$ cat config.mk
export PLATFORM = sky130hd
export DESIGN_NAME = video_pattern_generator
export DESIGN_NICKNAME = d
export VERILOG_FILES = /design/src/rtl/video_pattern_generator.sv
export SDC_FILE = /design/constraint.sdc
export NUM_CORES = 1
export LEC_CHECK = 0
export ABC_AREA = 1
export CORE_MARGIN = 2
export CORE_UTILIZATION = 45
export CTS_CLUSTER_DIAMETER = 120
export DETAILED_ROUTE_END_ITERATION = 16
export HOLD_SLACK_MARGIN = 0.05
export PLACE_DENSITY = 0.8
export RECOVER_POWER = 100
export SYNTH_ARGS = -nofsm -noshare
export SYNTH_HDL_FRONTEND = slang
export SYNTH_SLANG_ARGS = --single-unit
$ cat constraint.sdc
create_clock -name i_clock -period 7.8 [get_ports i_clock]
set_input_delay 1.56 -clock i_clock [delete_from_list [all_inputs] [get_ports i_clock]]
set_output_delay 1.56 -clock i_clock [all_outputs]
set_load 0.03 [all_outputs]
$ cat src/rtl/video_pattern_generator.sv
// Test-pattern source feeding the HDMI source stage: 4 pixels per beat over ready/valid,
// framed by start_frame, with colour bars, ramp, moving checkerboard and solid colour.
module video_pattern_generator #(
   parameter int CHECKER_SHIFT = 5,
   parameter int RAMP_SHIFT    = 0
) (
   input  logic        i_clock,
   input  logic        i_reset_n,
   input  logic [15:0] i_video_width,
   input  logic [15:0] i_video_height,
   input  logic [1:0]  i_pattern_select,
   input  logic [23:0] i_solid_colour,
   input  logic        i_start_frame,
   input  logic        i_ready,
   output logic        o_valid,
   output logic [63:0] o_bits_0,
   output logic [63:0] o_bits_1,
   output logic [63:0] o_bits_2,
   output logic [63:0] o_bits_3,
   output logic [7:0]  o_frame_count
);

   localparam logic [1:0] S_IDLE = 2'd0;
   localparam logic [1:0] S_RUN  = 2'd1;
   localparam logic [1:0] S_DONE = 2'd2;

   logic              r_rst_meta, r_rst_sync;
   logic [1:0]        r_state, w_state_next;
   logic [15:0]       r_x, r_y, r_width, r_height;
   logic [15:0]       w_x_next, w_y_next;
   logic [1:0]        r_pattern, w_cfg_pattern;
   logic [23:0]       r_solid, w_cfg_solid;
   logic [15:0]       r_thr [1:7];
   logic [15:0]       w_thr_in [1:7];
   logic [15:0]       w_thr_eff [1:7];
   logic [7:0]        r_frame_count, r_fc_frame, w_fc_next, w_fc_eff;
   logic              r_valid, w_valid_next, w_load;
   logic              w_xfer, w_eol, w_last, w_size_zero;
   logic [3:0][63:0]  r_bits, w_beat;

   // Asserts asynchronously, releases two clocks after i_reset_n rises.
   always_ff @(posedge i_clock or negedge i_reset_n) begin
      if (!i_reset_n) begin
         r_rst_meta <= 1'b0;
         r_rst_sync <= 1'b0;
      end else begin
         r_rst_meta <= 1'b1;
         r_rst_sync <= r_rst_meta;
      end
   end

   function automatic logic [23:0] f_bar_colour(input logic [2:0] idx);
      case (idx)
         3'd0:    f_bar_colour = 24'hFFFFFF;
         3'd1:    f_bar_colour = 24'hFFFF00;
         3'd2:    f_bar_colour = 24'h00FFFF;
         3'd3:    f_bar_colour = 24'h00FF00;
         3'd4:    f_bar_colour = 24'hFF00FF;
         3'd5:    f_bar_colour = 24'hFF0000;
         3'd6:    f_bar_colour = 24'h0000FF;
         default: f_bar_colour = 24'h000000;
      endcase
   endfunction

   // Bar thresholds (width*i)>>3 built from shifted copies of the width, no multiplier.
   genvar gi;
   generate
      for (gi = 1; gi < 8; gi++) begin : g_thr
         localparam int M = gi;
         logic [18:0] w_mul;
         assign w_mul = (((M & 1) != 0) ? {3'b000, i_video_width}       : 19'd0)
                      + (((M & 2) != 0) ? {2'b00, i_video_width, 1'b0}  : 19'd0)
                      + (((M & 4) != 0) ? {1'b0, i_video_width, 2'b00}  : 19'd0);
         assign w_thr_in[gi]  = 16'(w_mul >> 3);
         assign w_thr_eff[gi] = i_start_frame ? w_thr_in[gi] : r_thr[gi];
      end
   endgenerate

   assign w_cfg_pattern = i_start_frame ? i_pattern_select : r_pattern;
   assign w_cfg_solid   = i_start_frame ? i_solid_colour   : r_solid;
   assign w_size_zero   = (i_video_width == 16'd0) || (i_video_height == 16'd0);

   assign w_xfer    = r_valid & i_ready;
   assign w_eol     = (r_x == r_width - 16'd4);
   assign w_last    = w_xfer & w_eol & (r_y == r_height - 16'd1);
   assign w_fc_next = r_frame_count + {7'd0, w_last};
   assign w_fc_eff  = i_start_frame ? w_fc_next : r_fc_frame;

   // Pixels of the beat that will be on the outputs next cycle.
   generate
      for (gi = 0; gi < 4; gi++) begin : g_pix
         logic [15:0] w_px;
         logic [2:0]  w_bar;
         logic [7:0]  w_ramp;
         logic        w_white;
         logic [23:0] w_rgb;

         assign w_px    = w_x_next + 16'(gi);
         assign w_ramp  = 8'(w_px >> RAMP_SHIFT);
         assign w_white = (((((w_px + {8'h00, w_fc_eff}) >> CHECKER_SHIFT)
                           ^ (w_y_next >> CHECKER_SHIFT)) & 16'd1) != 16'd0);

         always_comb begin
            w_bar = 3'd0;
            for (int i = 1; i < 8; i++) begin
               if (w_thr_eff[i] <= w_px) w_bar = w_bar + 3'd1;
            end
         end

         always_comb begin
            w_rgb = 24'h000000;
            case (w_cfg_pattern)
               2'd0:    w_rgb = f_bar_colour(w_bar);
               2'd1:    w_rgb = {w_ramp, w_ramp, w_ramp};
               2'd2:    w_rgb = w_white ? 24'hFFFFFF : 24'h000000;
               default: w_rgb = w_cfg_solid;
            endcase
         end

         assign w_beat[gi] = {16'h0000, w_rgb[23:16], 8'h00, w_rgb[15:8], 8'h00, w_rgb[7:0], 8'h00};
      end
   endgenerate

   always_ff @(posedge i_clock or negedge r_rst_sync) begin
      if (!r_rst_sync) r_state <= S_IDLE;
      else             r_state <= w_state_next;
   end

   always_comb begin
      w_state_next = r_state;
      if (i_start_frame)                 w_state_next = w_size_zero ? S_IDLE : S_RUN;
      else if (r_state == S_RUN && w_last) w_state_next = S_DONE;
   end

   always_comb begin
      w_x_next     = r_x;
      w_y_next     = r_y;
      w_valid_next = r_valid;
      w_load       = 1'b0;
      if (i_start_frame) begin
         w_x_next     = 16'd0;
         w_y_next     = 16'd0;
         w_valid_next = !w_size_zero;
         w_load       = 1'b1;
      end else if (w_xfer) begin
         if (w_eol) begin
            w_x_next = 16'd0;
            w_y_next = r_y + 16'd1;
         end else begin
            w_x_next = r_x + 16'd4;
         end
         w_valid_next = !w_last;
         w_load       = !w_last;
      end
   end

   always_ff @(posedge i_clock or negedge r_rst_sync) begin
      if (!r_rst_sync) begin
         r_x           <= 16'd0;
         r_y           <= 16'd0;
         r_width       <= 16'd0;
         r_height      <= 16'd0;
         r_pattern     <= 2'd0;
         r_solid       <= 24'd0;
         r_valid       <= 1'b0;
         r_bits        <= '0;
         r_frame_count <= 8'd0;
         r_fc_frame    <= 8'd0;
         for (int i = 1; i < 8; i++) r_thr[i] <= 16'd0;
      end else begin
         r_x           <= w_x_next;
         r_y           <= w_y_next;
         r_valid       <= w_valid_next;
         r_frame_count <= w_fc_next;
         if (i_start_frame) begin
            r_width    <= i_video_width;
            r_height   <= i_video_height;
            r_pattern  <= i_pattern_select;
            r_solid    <= i_solid_colour;
            r_fc_frame <= w_fc_eff;
            for (int i = 1; i < 8; i++) r_thr[i] <= w_thr_in[i];
         end
         if (w_load) r_bits <= w_beat;
      end
   end

   assign o_valid       = r_valid;
   assign o_bits_0      = r_bits[0];
   assign o_bits_1      = r_bits[1];
   assign o_bits_2      = r_bits[2];
   assign o_bits_3      = r_bits[3];
   assign o_frame_count = r_frame_count;

endmodule

### Yosys cells after proc, flatten, opt, wreduce, memory -nomap -nowiden

Cells that the tools add are included.

* equality and inequality tests: 28
* bitwise logic cells: 7
* reduce and logical (&&, ||, !) cells: 13
* add/sub/neg operators: 40
* mux-type cells: 60
* $lt $le $gt $ge: 28

Operators with widths (count)
* $pmux 24 s7: 4
* $pmux 24 s3: 4
* $le 16x16->1: 16
* $mux 16: 10
* $mux 24: 5
* $add 3x1->3 const B: 24
* $mux 3: 24
* $le 13x16->1: 4
* $le 14x16->1: 4
* $le 15x16->1: 4
* $eq 3x3->1 const B: 12
* $add 16x1->16 const B: 2
* $add 16x2->16 const B: 2
* $eq 16x16->1: 2
* $logic_not 16->1: 2
* $add 6x6->6: 4
* $eq 3x2->1 const B: 8
* $add 16x18->19: 1
* $add 17x18->19: 1
* $add 18x18->19: 1
* $add 16x17->18: 1
* $add 16x3->16 const B: 1
* $sub 16x1->16 const B: 1
* $sub 16x3->16 const B: 1
* other kinds (18): 38

* input bits: 62
* flip-flop bits (word level): 311
* logic and storage cells: 199
* output and inout bits: 265

### Logic depth before layout (Yosys ltp)

* word-level depth: 23
* depth in mapped cells: 57
* gate-level depth less buffers: 57

### Worst setup path after synthesis

Ideal clock, no wire load.

* kind: input -> register
* start: in i_ready
* end: reg r_bits, in the netlist o_bits_2[24]
* slack: -0.578 ns
* required time: 7.680 ns
* arrival: 8.259 ns
* buffers on the path: 0
* setup time: 0.120 ns
* cell stages on the path: 46
* path through: nand2_1 -> nor2_1 -> nand2_1 -> nor2_1 -> nand2_1 -> nor2_1 -> nand2_1 -> nor2_4 -> nand2_8 -> nand2_4 -> inv_2 -> nand2_1 -> inv_1 -> ha_1 -> inv_1 -> nor2_2 -> xor2_1 -> ha_1 -> [... 10 more ...] -> ha_1 -> nand2_1 -> nand2_1 -> ha_1 -> mux2_2 -> ha_1 -> mux2i_4 -> inv_1 -> ha_1 -> nand2_1 -> xor2_1 -> xor2_1 -> xor2_1 -> a21oi_1 -> o21ai_1 -> nand3_1 -> o21ai_0 -> inv_1

* cells in the longest elaborated chain, start to end: 21
* elaborated cells on any way between the ends: 45
* classes of those cells: 9 x add/sub; 7 x order compare; 6 x eq/ne; 17 x mux; 4 x bitwise; 2 x reduce/logical

RTL lines
* start, declared: RTL line 14 `input logic i_ready,`
* $and 1x1->1 (*): RTL line 83 `assign w_xfer = r_valid & i_ready;`
* $mux 16 (*): RTL line 145 `end else if (w_xfer) begin`
* $mux 16 (*): RTL line 140 `if (i_start_frame) begin`
* named net g_pix[0].w_px[2]: RTL line 92 `logic [15:0] w_px;`
* $add 16x2->16 (*): RTL line 98 `assign w_px = w_x_next + 16'(gi);`
* $le 13x16->1: RTL line 106 `if (w_thr_eff[i] <= w_px) w_bar = w_bar + 3'd1;`
* $mux 1: RTL line 106
* $add 3x1->3: RTL line 106
* [... 6 more ...]
* $mux 3: RTL line 106
* $add 3x1->3: RTL line 106
* $mux 3: RTL line 106
* $add 3x1->3: RTL line 106
* $mux 3: RTL line 106
* $eq 3x3->1, or another cell as far along: RTL line 53 `case (idx)`
* $pmux 24 s7: RTL line 53
* $pmux 24 s3 (*): RTL line 112 `case (w_cfg_pattern)`
* end signal, assigned: RTL line 183 `if (w_load) r_bits <= w_beat;`
* end, declared: RTL line 39 `logic [3:0][63:0] r_bits, w_beat;`

Mark *: on every way through the listed nets, which the timed path passes. The rest lies on a longest branch. The select of a mux whose other input is x is not followed.
A chain may end at the register's enable or synchronous reset.

### Worst setup path after layout

* start: in i_video_width[2]
* end: reg r_bits, in the netlist o_bits_2[26]

* elaborated cells on any way between the ends: 36
* classes of those cells: 9 x add/sub; 6 x order compare; 6 x eq/ne; 14 x mux; 1 x reduce/logical

RTL lines
* start, declared: RTL line 9 `input logic [15:0] i_video_width,`
* $add 16x17->18 (*): RTL line 72 `+ (((M & 2) != 0) ? {2'b00, i_video_width, 1'b0} : 19'd0)`
* named net g_thr[3].w_mul[10]: RTL line 70 `logic [18:0] w_mul;`
* $mux 16: RTL line 75 `assign w_thr_eff[gi] = i_start_frame ? w_thr_in[gi] : r_thr[gi];`
* $le 16x16->1: RTL line 106
* $mux 3: RTL line 106
* $add 3x1->3: RTL line 106
* $mux 3: RTL line 106
* $add 3x1->3: RTL line 106
* $mux 3: RTL line 106
* $add 3x1->3: RTL line 106
* $mux 3: RTL line 106
* $add 3x1->3: RTL line 106
* $mux 3 (*): RTL line 106
* $eq 3x3->1, or another cell as far along: RTL line 53
* $pmux 24 s7 (*): RTL line 53
* $pmux 24 s3 (*): RTL line 112

Mark *: on every way through the listed nets, which the timed path passes. The rest lies on a longest branch.

==> flow_summary.ini <==
[placement]
port_buffers = 166
place_hpwl_mm = 82.2
placed_cell_area_um2 = 33400
place.gp.congestion = 1.05
place_inst = 5063

[die]
ios = 327
core_um2 = 59200
die_area_um2 = 62000
die_y_um = 249
initial_core_util_pct = 45.6
dieWidth_um = 249
rows = 89

[synth]
synth_ff_type = dfrtp_1
async_flop_share_pct = 100
syn_area_um2 = 27000
synth-seq-cells = 251
synth_edf_count = 0
netlist_instances = 3608
syn_avg_cell_area_um2 = 7.49
synth.yosys.seq_area_share_pct = 23.2
synth_cell_types = 69
synth_warnings = 0

[sta]
hold_slack_ns = 0.370
drv_slew = 114
rsz0062_at_grt = yes
max_slew_margin_pct = -90.3
worst_pin_slew_ns = 2.85
finalCriticalPeriod_ns = 7.65
tns_ns = 0
setup_violations = 0
min_period_over_period_pct = 98.0
finClkSkew_ns = 0.0188
fmax_mhz = 131
finalHoldViolCount = 0

[route]
vias = 28400
avgRoutedWirePerCell_um = 20.1
drtPass1Iterations = 7
ant_nets = 0
highest_layer = met5
first_iter_violations = 2901
wl_met2_mm = 46.3
met3WireLength_mm = 10.0
route.detailed.drc = 0
wl_mm = 104
via_per_inst = 5.49
wl_met1_mm = 42.0

[run_status]
failed_checks = capacitance limit, slew limit
outcome = finished, violations left

[power_and_ir_drop]
pwr_density_cell_nw_per_um2 = 201
vdd_drop_max_v = 0.000154
static-leakage-power_nw = 18.3
total_power_mw = 7.22

[setup_path]
cp.arrival_ns = 8.08
worstSetupPathType = in2reg
cp-end-kind = flip-flop
crit_family = simple AND/OR/NAND/NOR gates
crit_top_cell = nand2_1
start_kind = input pin
worstPathMaxFanout = 8
crit_required_ns = 8.24
crit_buf_inv = 10
critPathMaxStageDelay_ns = 0.32
critPathSlowestCell = xor2_1

[job]
max-cap-violations = 2

[clock_tree]
clock_path_buffers = 3
htreeDepth = 1
cts_root_buffer = clkbuf_16
cts.clk_slew.worst_paths_ns = 0.06
clock_sinks = 251
cts_tree = done
holdBufCountCts = 0
cts_buffers = 27
clock_latency_ns = 0.57

[global_routing]
overflow = 0
grt_pass1_vias = 26700
antenna_found_initial = 1
grt_max_degree = 160
grt_pass1_wl_mm = 153
grtUsageTotal_pct = 31.8

[min_path]
hp-class = reg2reg

[cells_and_area]
drive_gt1_share_pct = 24.2
fin_cells = 5172
antenna_cells = 0
layout.nets = 4939
area_delta_synth_final_pct = 32.7
finalInstanceArea_um2 = 35900
final_common_cell = nand2_1
final_cell_mix = nand2_1 (609), buf_4 (607), ha_1 (461), inv_1 (443), dfrtp_1 (251)
-- cell usage after synthesis, types with 9 or more instances --
library cell  instances  area [µm²]
nand2_1             646        2420
nor4_1               18         113
a211oi_1             11        82.6
nand4_1              61         382
dfrtp_1             251        6280
o21ai_0             289        1450
buf_4               161        1210
o221ai_1             13         114
o21bai_1             13        97.6
clkbuf_1             45         169
inv_1               462        1730
inv_2                13        48.8
a21oi_1             248        1240
o21a_1               12        90.1
xnor2_1              28         245
or2_2                91         569
ha_1                494        6180
o211ai_1             16         120
nor2_1              209         785
nand2_2              18         113
xor2_1              104         911
nand3_1             226        1130
nor2_4                9         101
nor3_1               38         190
-- cells by family (layout without fill, tap and decap cells) --
group | after synthesis | count (layout) | share of synthesized area, %
buf+inv | 690 | 1322 | 11.9
compound gates | 667 | 667 | 13.8
fa+ha+maj | 497 | 497 | 23.1
mux | 4 | 4 | 0.204
other cells | 2 | 161 | 0.0278
flops | 251 | 251 | 23.2
xor+xnor | 138 | 138 | 4.79
simple gates | 1359 | 1359 | 23.0
-- where the power goes --
part / switching (mW) / internal, mW / leakage [nW]
clock: 0.558 / 0.786 / 0.447
combinational: 2.45 / 1.76 / 14.8
sequential: 0.149 / 1.52 / 3.07
-- metrics by stage --
step | worst slack, ns | util [%]
6_report | 0.154 | 60.5
5_1_grt | -0.151 | 60.5
4_1_cts | 0.0102 | 59.0
3_5_place_dp | -1.02 | 56.4
3_3_place_gp | -0.866 | 56.4
2_1_floorplan | 0.0000746 | -
-- registers in the layout, indices dropped and copies added (netlist names), 2 cells and up --
signal / count
r_solid: 24
o_bits_2: 24
r_y: 16
o_frame_count: 8
r_thr: 48
r_fc_frame: 6
o_bits_3: 24
o_bits_1: 24
r_width: 16
r_x: 16
o_bits_0: 24
r_pattern: 2
r_height: 16
-- cell type report --
class,count,area [µm²]
Timing Repair Buffer,794,6460
Tap cell,773,967
Fill cell,5143,23400
Clock buffer,35,726
Inverter,480,1830
Multi-Input combinational cell,2826,19400
Clock inverter,13,169
Sequential cell,251,6280
-- path summary, 6_finish.rpt --
path,slack (ns),cells after the start,startpoint,endpoint
worst max-delay path,0.15,49,i_video_width[2],o_bits_2[26]
worst min-delay path,0.37,0,r_rst_meta,r_rst_sync
worst max register to register,0.23,54,r_width[3],o_bits_2[26]
worst min register to register,0.37,0,r_rst_meta,r_rst_sync
max in group asynchronous,3.04,1,r_rst_sync,r_solid[23]
min in group asynchronous,1.20,0,r_rst_sync,o_bits_1[10]
-- per-layer routing --
layer | vias to the layer above | GRT usage, %
li1 | 13300 | -
met1 | 13400 | 41.8
met2 | 1377 | 50.9
met3 | 306 | 5.87
met4 | 2 | 14.1
met5 | - | 0
-- what timing repair did --
action                                 4_1_cts  5_1_grt
setup buffers                               33       28
pin swaps                                   58      117
endpoints found under the hold margin        0        0
gates resized for setup                    121      173
setup endpoints to repair                   53       73
(Power assumes the default switching activity.)
